[src/rtl/fq_writer.sv]
// Record-queue writer: pops fixed-size records from a FIFO and writes them
// beat by beat into a power-of-two ring of entries in memory.
module fq_writer #(
    parameter int BEAT_W    = 32,
    parameter int REC_BEATS = 4,
    parameter int Q_LOG2    = 4,
    parameter int ADDR_W    = 32
) (
    input  logic                          clk,
    input  logic                          reset,
    input  logic                          fifo_empty_i,
    input  logic [REC_BEATS*BEAT_W-1:0]   fifo_data_i,
    output logic                          fifo_pop_o,
    input  logic                          en_i,
    input  logic [ADDR_W-1:0]             base_i,
    input  logic [Q_LOG2-1:0]             head_i,
    output logic [Q_LOG2-1:0]             tail_o,
    output logic                          wr_valid_o,
    input  logic                          wr_ready_i,
    output logic [ADDR_W-1:0]             wr_addr_o,
    output logic [BEAT_W-1:0]             wr_data_o,
    output logic                          wr_last_o,
    input  logic                          ovf_clr_i,
    output logic                          overflow_o,
    output logic                          busy_o,
    output logic                          irq_o
);

    localparam int BW = $clog2(REC_BEATS);
    localparam logic [BW-1:0] LAST = BW'(REC_BEATS - 1);
    localparam logic [ADDR_W-1:0] BYTES = ADDR_W'(BEAT_W / 8);

    localparam logic [0:0] IDLE = 1'b0;
    localparam logic [0:0] SEND = 1'b1;

    logic [0:0]                    state_q, state_d;
    logic [BW-1:0]                 beat_q, beat_d;
    logic [Q_LOG2-1:0]             tail_q, tail_d;
    logic [REC_BEATS*BEAT_W-1:0]   rec_q, rec_d;
    logic                          ovf_q, ovf_d;
    logic                          irq_q, irq_d;

    logic                          pop;
    logic                          full;
    logic                          hs;
    logic                          last_beat;
    logic [Q_LOG2-1:0]             tail_inc;
    logic [ADDR_W-1:0]             idx;

    always_comb begin
        tail_inc  = tail_q + Q_LOG2'(1);
        full      = (tail_inc == head_i);
        last_beat = (beat_q == LAST);
        pop       = !reset && (state_q == IDLE) && en_i && !fifo_empty_i;
        hs        = !reset && (state_q == SEND) && wr_ready_i;

        state_d = state_q;
        beat_d  = beat_q;
        tail_d  = tail_q;
        rec_d   = rec_q;
        ovf_d   = ovf_q;
        irq_d   = 1'b0;

        // clear first so a coincident drop re-sets the flag
        if (ovf_clr_i) ovf_d = 1'b0;

        if (pop) begin
            if (full) begin
                ovf_d = 1'b1;
            end else begin
                rec_d   = fifo_data_i;
                beat_d  = '0;
                state_d = SEND;
            end
        end

        if (hs) begin
            if (last_beat) begin
                tail_d  = tail_inc;
                irq_d   = 1'b1;
                beat_d  = '0;
                state_d = IDLE;
            end else begin
                beat_d = beat_q + BW'(1);
            end
        end
    end

    always_ff @(posedge clk) begin
        if (reset) begin
            state_q <= IDLE;
            beat_q  <= '0;
            tail_q  <= '0;
            ovf_q   <= 1'b0;
            irq_q   <= 1'b0;
        end else begin
            state_q <= state_d;
            beat_q  <= beat_d;
            tail_q  <= tail_d;
            ovf_q   <= ovf_d;
            irq_q   <= irq_d;
        end
    end

    always_ff @(posedge clk) begin
        rec_q <= rec_d;
    end

    assign idx        = ADDR_W'({tail_q, beat_q});
    assign wr_addr_o  = base_i + idx * BYTES;
    assign wr_data_o  = rec_q[int'(beat_q)*BEAT_W +: BEAT_W];
    assign wr_valid_o = !reset && (state_q == SEND);
    assign wr_last_o  = wr_valid_o && last_beat;
    assign busy_o     = wr_valid_o;
    assign irq_o      = irq_q && !reset;
    assign fifo_pop_o = pop;
    assign tail_o     = tail_q;
    assign overflow_o = ovf_q;

endmodule

[config.mk]
export PLATFORM = sky130hd
export DESIGN_NAME = fq_writer
export DESIGN_NICKNAME = d
export VERILOG_FILES = /design/src/rtl/fq_writer.sv
export SDC_FILE = /design/constraint.sdc
export NUM_CORES = 1
export LEC_CHECK = 0
export BUFFER_PORTS_ARGS = -buffer_cell sky130_fd_sc_hd__buf_2
export CAP_MARGIN = 20
export CORE_ASPECT_RATIO = 1.1
export CORE_MARGIN = 2
export CORE_UTILIZATION = 52
export DETAILED_ROUTE_END_ITERATION = 7
export PLACE_DENSITY_LB_ADDON = 0.3
export SYNTH_ARGS = -nofsm -noshare
export SYNTH_HDL_FRONTEND = slang
export SYNTH_SLANG_ARGS = --single-unit
[constraint.sdc]
create_clock -name clk -period 15 [get_ports clk]
set_clock_uncertainty 0.1 [all_clocks]
set_input_delay 3 -clock clk [delete_from_list [all_inputs] [get_ports clk]]
set_output_delay 3 -clock clk [all_outputs]
set_load 0.005 [all_outputs]
==> results.ini, run 1 <==
[timing]
setup_viol=0
maxSlewViolCount=0
rsz0062_at_grt=false
tightest_slew_ns=0.9415
tns_ns=0
post-route-period-util_pct=53.83
timing_hold_violations_final=0
fmax_ghz=0.1238
maxSlewHeadroom_pct=37.23
period_needed_ns=8.075

[critical_path]
cp-end-kind=output port
arrival_ns=4.98
critPathKind=in -> out
startpoint_type=input port
critPathRequiredTime_ns=11.90
crit_family=compound AO/OA/AOI/OAI gates
crit_chain=buf_2 > ha_1 > inv_1 > fa_1 > nand2b_1 > a21oi_2 > o2111ai_1 > xnor2_1 > buf_2
worstReg2RegStart=tail_o[0]$_SDFFE_PP0P_
crit_slowest_cell=a21oi_2
startpoint=base_i[2]
cp_slowest_stage_delay_ns=0.49
path_common_cell=buf_2
crit_buf_inv=3
crit_fanout=12

[clock_network]
cts_resized=0
numCtsBuffers=17
clk_pin_slew_ns=0.06
clock_latency_ns=0.41
cts_setup_buffers=0
hold_buffers=0
root_buffer=clkbuf_16
cts_num_sinks=137
htree_levels=4
cts_buffer_depth=2
cts_tree=built

[detailed_routing]
vias=3956
drt_first_pass_iters=4
drt_wl_total_um=13010
drtAntennaViolNets=0
routed_via_density=5.282
drc=0
dr.first_iter.drc_count=280
wl_per_cell_um=17.36

[floorplan]
fp.dieH_um=116.8
core_mm2=0.01139
dieArea_mm2=0.01245
io_pins=244
die_w_um=106.6
rows=41
start_util_pct=52.86

[grt]
grt_pass1_wl_um=19350
grt.total_usage_pct=21.04
grt_overflow=0
antenna_found_initial=0
grt_pass1_vias=4050
grt_max_degree=93

[synthesis]
syn-num-nets=522
synth_edf_count=128
yosysWarnings=0
netlist_instances=343
synth.top_cells.by_area=edfxtp_1, mux4_2, xnor2_1
yosys.area_share.xor_xnor_pct=5.092
ys_seq_elements=137
synth_cell_types=46
syn_area_per_cell_um2=17.55
synth_mux_area_share_pct=12.14
yosysTopAreaCell=edfxtp_1
synth_top_family_by_area=multiplexers
synth_flop_cell=edfxtp_1
synthAdderAreaFrac_pct=1.995
yosys.area.top_type_share_pct=63.85
yosysSeqAreaShare_pct=66.85
async_flop_share_pct=0
synth_area_mm2=0.006020
synth-compound-area-share_pct=3.949
yosys.area_share.simple_pct=7.649

[status]
outcome=completed

[worst_hold_path]
hold_class=reg -> reg
min-delay-start=overflow_o$_SDFF_PP0_

[power]
seqPwrFrac_pct=47.7
power.share.switching_pct=20.03
leakage_uw=0.003130
finalPower_uw=910.7
combPwrFrac_pct=7.6
switchingPower_uw=182.4
internal_power_uw=728.3
pwr_density_cell_mw_per_mm2=114.9
pwr-share-clk_pct=44.7
ir_drop_uv=104.3

[place]
routabilityCongestion=0.8917
dpl.cell_count=716
portBuffers=239
place_hpwl_um=9441

[finish]
fin_cells=749
fin_util_pct=69.60
fillers=792
final_common_cell=buf_2
most-common-layout-cells=buf_2, edfxtp_1, mux4_2
drive_above_1_share_pct=52.09
multi_input_area_mm2=0.001858
area_delta_synth_final_pct=31.68
antenna_cells=0
nNetsFinal=765
seq_area_mm2=0.004026

[flow_run]
cap_violations=0

## tightest hold or removal path, cell delays in order, from the launching register on
cell and delay, ns:
dfxtp_1 0.31, inv_1 0.05, o32ai_1 0.08
## through the flow
stage | area (um^2) | setup slack [ns] | hold WS [ns]
after floorplan | 6020 | 7.442 | 0.3669
after global placement | 7321 | 6.985 | 0.3593
after detailed placement | 7321 | 6.944 | 0.3868
after CTS | 7906 | 6.943 | 0.3952
after global routing | 7926 | 6.702 | 0.4106
final | 7926 | 6.925 | 0.3943
## routing by layer
| metal | up-vias | wire (um) | global-route usage [%] |
|---|---|---|---|
| met5 | - | 0 | 0 |
| met3 | 24 | 1112 | 8.084 |
| met4 | 0 | 287 | 9.437 |
| met2 | 189 | 7006 | 38.09 |
| met1 | 1888 | 4600 | 21.80 |
| li1 | 1855 | - | - |
## cells in the mapped netlist (8+ instances only)
library cell and count:
dfxtp_1 9, edfxtp_1 128, ha_1 8, inv_1 10, mux4_2 32, nand2_1 12, nand4_1 8, nor2_1 10
xnor2_1 26, xor2_1 9
## logic make-up (layout without fill, tap and decap cells)
family | after synthesis | in the layout
xor+xnor | 35 | 35
buf+inv | 28 | 284
fa+ha+maj | 9 | 9
mux | 33 | 33
simple gates | 70 | 70
compound gates | 31 | 31
flops | 137 | 137
## power groups by stage
stage / clock [uW] / sequential, uW / combinational [uW]
after floorplan: 0 / 442 / 31.0
after global placement: 0 / 441 / 67.2
after detailed placement: 0 / 442 / 68.9
after CTS: 416 / 434 / 69.3
after global routing: 430 / 435 / 75.8
final: 407 / 434 / 69.2
## flip-flops by register name (all words and copies together) (netlist names)
register / count
tail_o: 4
overflow_o: 1
irq_q: 1
state_q: 1
beat_q: 2
rec_q: 128
## final timing paths
| path | to | slack, ns | cells after the start |
|---|---|---|---|
| setup / recovery | wr_addr_o[26] | 6.92 | 9 |
| hold / removal | overflow_o$_SDFF_PP0_ | 0.39 | 2 |
| setup reg to reg | rec_q[20]$_DFFE_PP_ | 11.86 | 7 |
| hold reg to reg | overflow_o$_SDFF_PP0_ | 0.39 | 2 |
## cell type report
type	instances	area share [%]
Sequential cell	137	50.80
Multi-Input combinational cell	178	23.44
Timing Repair Buffer	242	15.53
Clock buffer	19	5.462
Tap cell	150	2.368
Clock inverter	13	1.926
Inverter	10	0.4736
(Power assumes the default switching activity.)
==> run 2, diff against run 1 <==
CORE_UTILIZATION = 44   (was 52)
clock period = 7.4 ns   (was 15 ns; I/O delays follow)
==> run 2 against run 1 <==
Net effect: non-clock buffer count down 1; die area up 18%; sequential share of layout area down 0.29 points; critical endpoint is now wr_addr_o[16]; hold slack worse by 0.013 ns; critical path type unchanged; critical path depth unchanged; final cell count up 4.8%; largest cell class unchanged.
==> results.ini, run 2 (same netlist as run 1, synthesis figures left out) <==
[critical_path]
critPathKind=in -> out
cp_slowest_stage_delay_ns=0.48  ; about the same
cp-end-kind=output port
reg2reg_depth=6  ; -1
timing.rr.end=rec_q[47]$_DFFE_PP_
critPathRequiredTime_ns=5.82  ; -6.08 ns
crit_fanout=12  ; unchanged
worstReg2RegStart=tail_o[0]$_SDFFE_PP0P_
r2r_slack_ns=4.05  ; -7.81 ns
arrival_ns=3.44  ; -1.54 ns
startpoint_type=input port
path_common_cell=buf_2
crit_chain=buf_2 > ha_1 > inv_1 > fa_1 > nand2b_1 > a21oi_2 > o2111ai_1 > xnor2_1 > buf_2
crit_slowest_cell=a21oi_2

[finish]
most-common-layout-cells=buf_2, edfxtp_1, mux4_2
multi_input_area_mm2=0.001858  ; unchanged
fin_util_pct=60.09  ; -9.5 points
largest_reg_flops=128  ; unchanged
nNetsFinal=764  ; -0.13%
largest-register=rec_q
drive_above_1_share_pct=52.51  ; +0.42 points
fillers=1009  ; +27%
seq_area_mm2=0.004026  ; unchanged
area_delta_synth_final_pct=32.45
final_common_cell=buf_2

[timing]
post-route-period-util_pct=67.88
maxSlewViolCount=0  ; unchanged
timing_hold_violations_final=0  ; unchanged
tightest_slew_ns=0.9824  ; +0.04089 ns
setup_viol=0  ; unchanged
maxSlewHeadroom_pct=34.51  ; -2.7 points
tns_ns=0  ; unchanged
period_needed_ns=5.023
rsz0062_at_grt=false
fmax_ghz=0.1991

[place]
portBuffers=239  ; unchanged
place_hpwl_um=9568  ; +1.3%
routabilityCongestion=0.8482  ; -4.9%

[clock_network]
clock_latency_ns=0.40  ; about the same
htree_levels=4  ; unchanged
root_buffer=clkbuf_16
clk_pin_slew_ns=0.06  ; about the same
numCtsBuffers=17  ; unchanged
cts_buffer_depth=2  ; unchanged
cts_tree=built
cts_num_sinks=137  ; unchanged
cts_setup_buffers=0  ; unchanged
hold_buffers=0  ; unchanged
cts_resized=0  ; unchanged

[detailed_routing]
drt_wl_total_um=13350  ; +2.6%
highest-signal-layer=met4
wl_per_cell_um=17.01  ; -2.1%
drtAntennaViolNets=0  ; unchanged
routed_via_density=5.038  ; -4.6%
wl_met1_um=4971  ; +8.1%
drt_first_pass_iters=4  ; unchanged
drc=0  ; unchanged
wl_met2_um=6754  ; -3.6%
route.met3.wl_um=1263  ; +14%
dr.first_iter.drc_count=129  ; -54%
vias=3955  ; -0.025%

[floorplan]
start_util_pct=45.37  ; -7.5 points
die_w_um=115.5  ; +8.4%
core_mm2=0.01327  ; +17%
dieArea_mm2=0.01463  ; +18%
io_pins=244  ; unchanged
rows=44  ; +7.3%
fp.dieH_um=126.7  ; +8.4%

[worst_hold_path]
min-delay-start=overflow_o$_SDFF_PP0_
hold_depth=2  ; unchanged
hold_end=overflow_o$_SDFF_PP0_
hold_class=reg -> reg

[grt]
grt_overflow=0  ; unchanged
grt_max_degree=77  ; -17%
antenna_found_initial=2  ; +2
grt_pass1_wl_um=19910  ; +2.9%
grt_pass1_vias=4111  ; +1.5%
grt.total_usage_pct=18.34  ; -2.7 points

[power]
combPwrFrac_pct=7.4  ; -0.2 points
seqPwrFrac_pct=47.1  ; -0.6 points
pwr_density_cell_mw_per_mm2=234.4  ; +100%
internal_power_uw=1482  ; +100%
ir_drop_uv=151.6  ; +45%
pwr-share-clk_pct=45.5  ; +0.8 points
switchingPower_uw=386.2  ; +110%
leakage_uw=0.003123  ; -0.24%
power.share.switching_pct=20.67  ; +0.64 points

[flow_run]
cap_violations=0  ; unchanged

[status]
outcome=completed

## run 2: cell count changes in the layout (fill, tap and decap cells not counted)
| cell | delta |
|---|---|
| clkinvlp_4 | +2 |
| clkinv_2 | -1 |
| clkinv_1 | -3 |
| buf_12 | -1 |
| diode_2 | +3 |
| inv_6 | +2 |
## run 2: final cells by class
cell class,instances,area share [%]
Antenna cell,3,0.09416
Clock buffer,19,5.430
Clock inverter,13,2.119
Inverter,10,0.4708
Multi-Input combinational cell,178,23.31
Sequential cell,137,50.50
Tap cell,184,2.888
Timing Repair Buffer,241,15.19
## run 2: layer usage
metal | vias to the layer above | GRT usage, %
li1 | 1861 | -
met1 | 1871 | 20.32
met5 | - | 0
met4 | 0 | 9.142
met2 | 194 | 30.96
met3 | 29 | 6.641
## run 2: how the worst max path moves through the flow
| stage | startpoint | slack [ns] | to |
|---|---|---|---|
| 2_1_floorplan | head_i[3] | 1.81 | rec_q[0]$_DFFE_PP_ |
| 3_3_place_gp | base_i[2] | 2.42 | wr_addr_o[30] |
| 3_5_place_dp | base_i[2] | 2.40 | wr_addr_o[16] |
| 4_1_cts | base_i[2] | 2.39 | wr_addr_o[30] |
| 5_1_grt | base_i[2] | 2.24 | wr_addr_o[30] |
| 6_report | base_i[2] | 2.38 | wr_addr_o[16] |
## run 2: worst max-delay path, delay by kind of cell
kind                       cells  cell delay (ns)
adders and majority gates      2             0.59
AOI/OAI and AO/OA              2             0.72
and+or+nand+nor                1             0.19
xor gates and xnor gates       1             0.17
buffers and inverters          3             0.28
## run 2: power groups by stage
stage               Sequential [uW]  Combinational [uW]  Clock (uW)
floorplan                       896                62.8           0
global placement                894                 137           0
detailed placement              896                 140           0
CTS                             880                 141         871
global route                    882                 154         901
finish                          880                 139         849
## run 2: metrics by stage
step	setup slack, ns	total power [uW]	hold WS [ns]	std cells	instance area (um^2)
2_1_floorplan	1.807	958.5	0.3669	343	6020
3_3_place_gp	2.420	1032	0.3559	750	7363
3_5_place_dp	2.396	1037	0.3770	750	7363
4_1_cts	2.390	1893	0.3851	782	7965
5_1_grt	2.239	1936	0.4074	783	7968
6_report	2.377	1869	0.3815	785	7973
==> run 3, diff against run 2 <==
clock period = 4.5 ns   (was 7.4 ns; I/O delays follow)
==> run 3 against run 2 <==
Net effect: sequential share of layout area up 0.15 points; routed wire length up 1.8%; worst setup slack worse by 1.8 ns; cell area down 0.30%; largest cell class unchanged.
==> results.ini, run 3 (same netlist as run 1, synthesis figures left out) <==
[floorplan]
start_util_pct=45.37  ; unchanged
dieArea_mm2=0.01463  ; unchanged
fp.dieH_um=126.7  ; unchanged
core_mm2=0.01327  ; unchanged
die_w_um=115.5  ; unchanged
rows=44  ; unchanged
io_pins=244  ; unchanged

[detailed_routing]
drc=0  ; unchanged
dr.first_iter.drc_count=191  ; +48%
wl_per_cell_um=17.35  ; +2.0%
drt_wl_total_um=13580  ; +1.8%
vias=3985  ; +0.76%
routed_via_density=5.089  ; +1.0%
drtAntennaViolNets=0  ; unchanged
drt_first_pass_iters=4  ; unchanged

[place]
place_hpwl_um=10080  ; +5.4%
portBuffers=239  ; unchanged
routabilityCongestion=0.8561  ; +0.93%

[power]
power.share.switching_pct=20.45  ; -0.22 points
internal_power_uw=2368  ; +60%
leakage_uw=0.003127  ; +0.13%
pwr-share-clk_pct=43.6  ; -1.9 points
switchingPower_uw=608.6  ; +58%
ir_drop_uv=309.6  ; +100%
pwr_density_cell_mw_per_mm2=374.5  ; +60%
seqPwrFrac_pct=48.6  ; +1.5 points
combPwrFrac_pct=7.8  ; +0.4 points

[critical_path]
crit_buf_inv=3  ; unchanged
critPathKind=in -> out
reg2reg_depth=6  ; unchanged
crit_slowest_cell=a21oi_2
arrival_ns=2.91  ; -0.53 ns
startpoint_type=input port
cp-end-kind=output port
crit_chain=buf_2 > ha_1 > inv_1 > fa_1 > nand2b_1 > a21oi_2 > o2111ai_1 > xnor2_1 > buf_2
path_common_cell=buf_2
critPathRequiredTime_ns=3.50  ; -2.32 ns
cp.depth=9  ; unchanged
crit_family=compound AO/OA/AOI/OAI gates
cp_slowest_stage_delay_ns=0.49  ; about the same
crit_fanout=12  ; unchanged

[timing]
fmax_ghz=0.2555
maxSlewHeadroom_pct=52.70  ; +18 points
setup_viol=0  ; unchanged
tns_ns=0  ; unchanged
post-route-period-util_pct=86.97
tightest_slew_ns=0.7095  ; -0.2729 ns
maxSlewViolCount=0  ; unchanged
rsz0062_at_grt=false
period_needed_ns=3.913
timing_hold_violations_final=0  ; unchanged

[grt]
grt_pass1_wl_um=21260  ; +6.8%
grt_max_degree=63  ; -18%
grt_overflow=0  ; unchanged
grt.total_usage_pct=19.43  ; +1.1 points
antenna_found_initial=0  ; -2
grt_pass1_vias=4331  ; +5.4%

[clock_network]
cts_setup_buffers=0  ; unchanged
cts_resized=0  ; unchanged
numCtsBuffers=17  ; unchanged
hold_buffers=0  ; unchanged
htree_levels=4  ; unchanged
cts_buffer_depth=2  ; unchanged
cts_tree=built
cts_num_sinks=137  ; unchanged
clk_pin_slew_ns=0.05  ; about the same
root_buffer=clkbuf_16
clock_latency_ns=0.41  ; about the same

[status]
outcome=completed

[finish]
antenna_cells=0  ; -3
multi_input_area_mm2=0.001858  ; unchanged
area_delta_synth_final_pct=32.05
fillers=998  ; -1.1%
drive_above_1_share_pct=52.42  ; -0.088 points
most-common-layout-cells=buf_2, edfxtp_1, mux4_2
nNetsFinal=766  ; +0.26%
largest-register=rec_q
largest_reg_flops=128  ; unchanged
final_common_cell=buf_2
seq_area_mm2=0.004026  ; unchanged
fin_util_pct=59.91  ; -0.18 points

[flow_run]
cap_violations=0  ; unchanged

[worst_hold_path]
hold_depth=2  ; unchanged
hold_class=reg -> reg

## run 3: cell type report
cell class	instances	share of cell area (%)
Clock buffer	18	5.399
Multi-Input combinational cell	178	23.37
Inverter	10	0.4722
Clock inverter	13	1.621
Tap cell	184	2.896
Sequential cell	137	50.65
Timing Repair Buffer	243	15.58
## run 3: per-layer routing
layer  vias to the layer above  wire length (um)  track usage (%)
li1                       1859                 -                -
met1                      1895              5006            20.32
met2                       203              6908            33.23
met3                        28              1395            9.269
met4                         0               274            8.079
met5                         -                 0                0
## run 3: worst paths after layout
kind,from,end,slack [ns]
worst min register to register,overflow_o$_SDFF_PP0_,overflow_o$_SDFF_PP0_,0.39
worst max register to register,tail_o[0]$_SDFFE_PP0P_,rec_q[34]$_DFFE_PP_,1.74
worst min-delay path,overflow_o$_SDFF_PP0_,overflow_o$_SDFF_PP0_,0.39
worst max-delay path,base_i[2],wr_addr_o[22],0.59
## run 3: worst reg2reg max path, stage by stage (launching register included)
cell and delay (ns):
dfxtp_1 0.49, ha_1 0.31, xnor2_1 0.15, nand4bb_1 0.10
o22a_1 0.28, and2_4 0.58, buf_12 0.39
## run 3: power groups by stage
stage,Combinational (uW),Clock (uW),Sequential (uW)
3_3_place_gp,230,0,1470
5_1_grt,257,1380,1450
6_report,233,1300,1450
4_1_cts,237,1320,1450
2_1_floorplan,103,0,1470
3_5_place_dp,235,0,1470
## run 3: stage by stage
stage / hold WS (ns) / setup slack, ns / area, um^2 / instances / power (uW)
finish: 0.3894 / 0.5865 / 7949 / 783 / 2977
global route: 0.4171 / 0.3707 / 7949 / 783 / 3083
CTS: 0.3891 / 0.5555 / 7949 / 783 / 3007
detailed placement: 0.3809 / 0.6225 / 7391 / 752 / 1708
global placement: 0.3555 / 0.6982 / 7391 / 752 / 1699
floorplan: 0.3669 / 0.9204 / 6021 / 343 / 1573
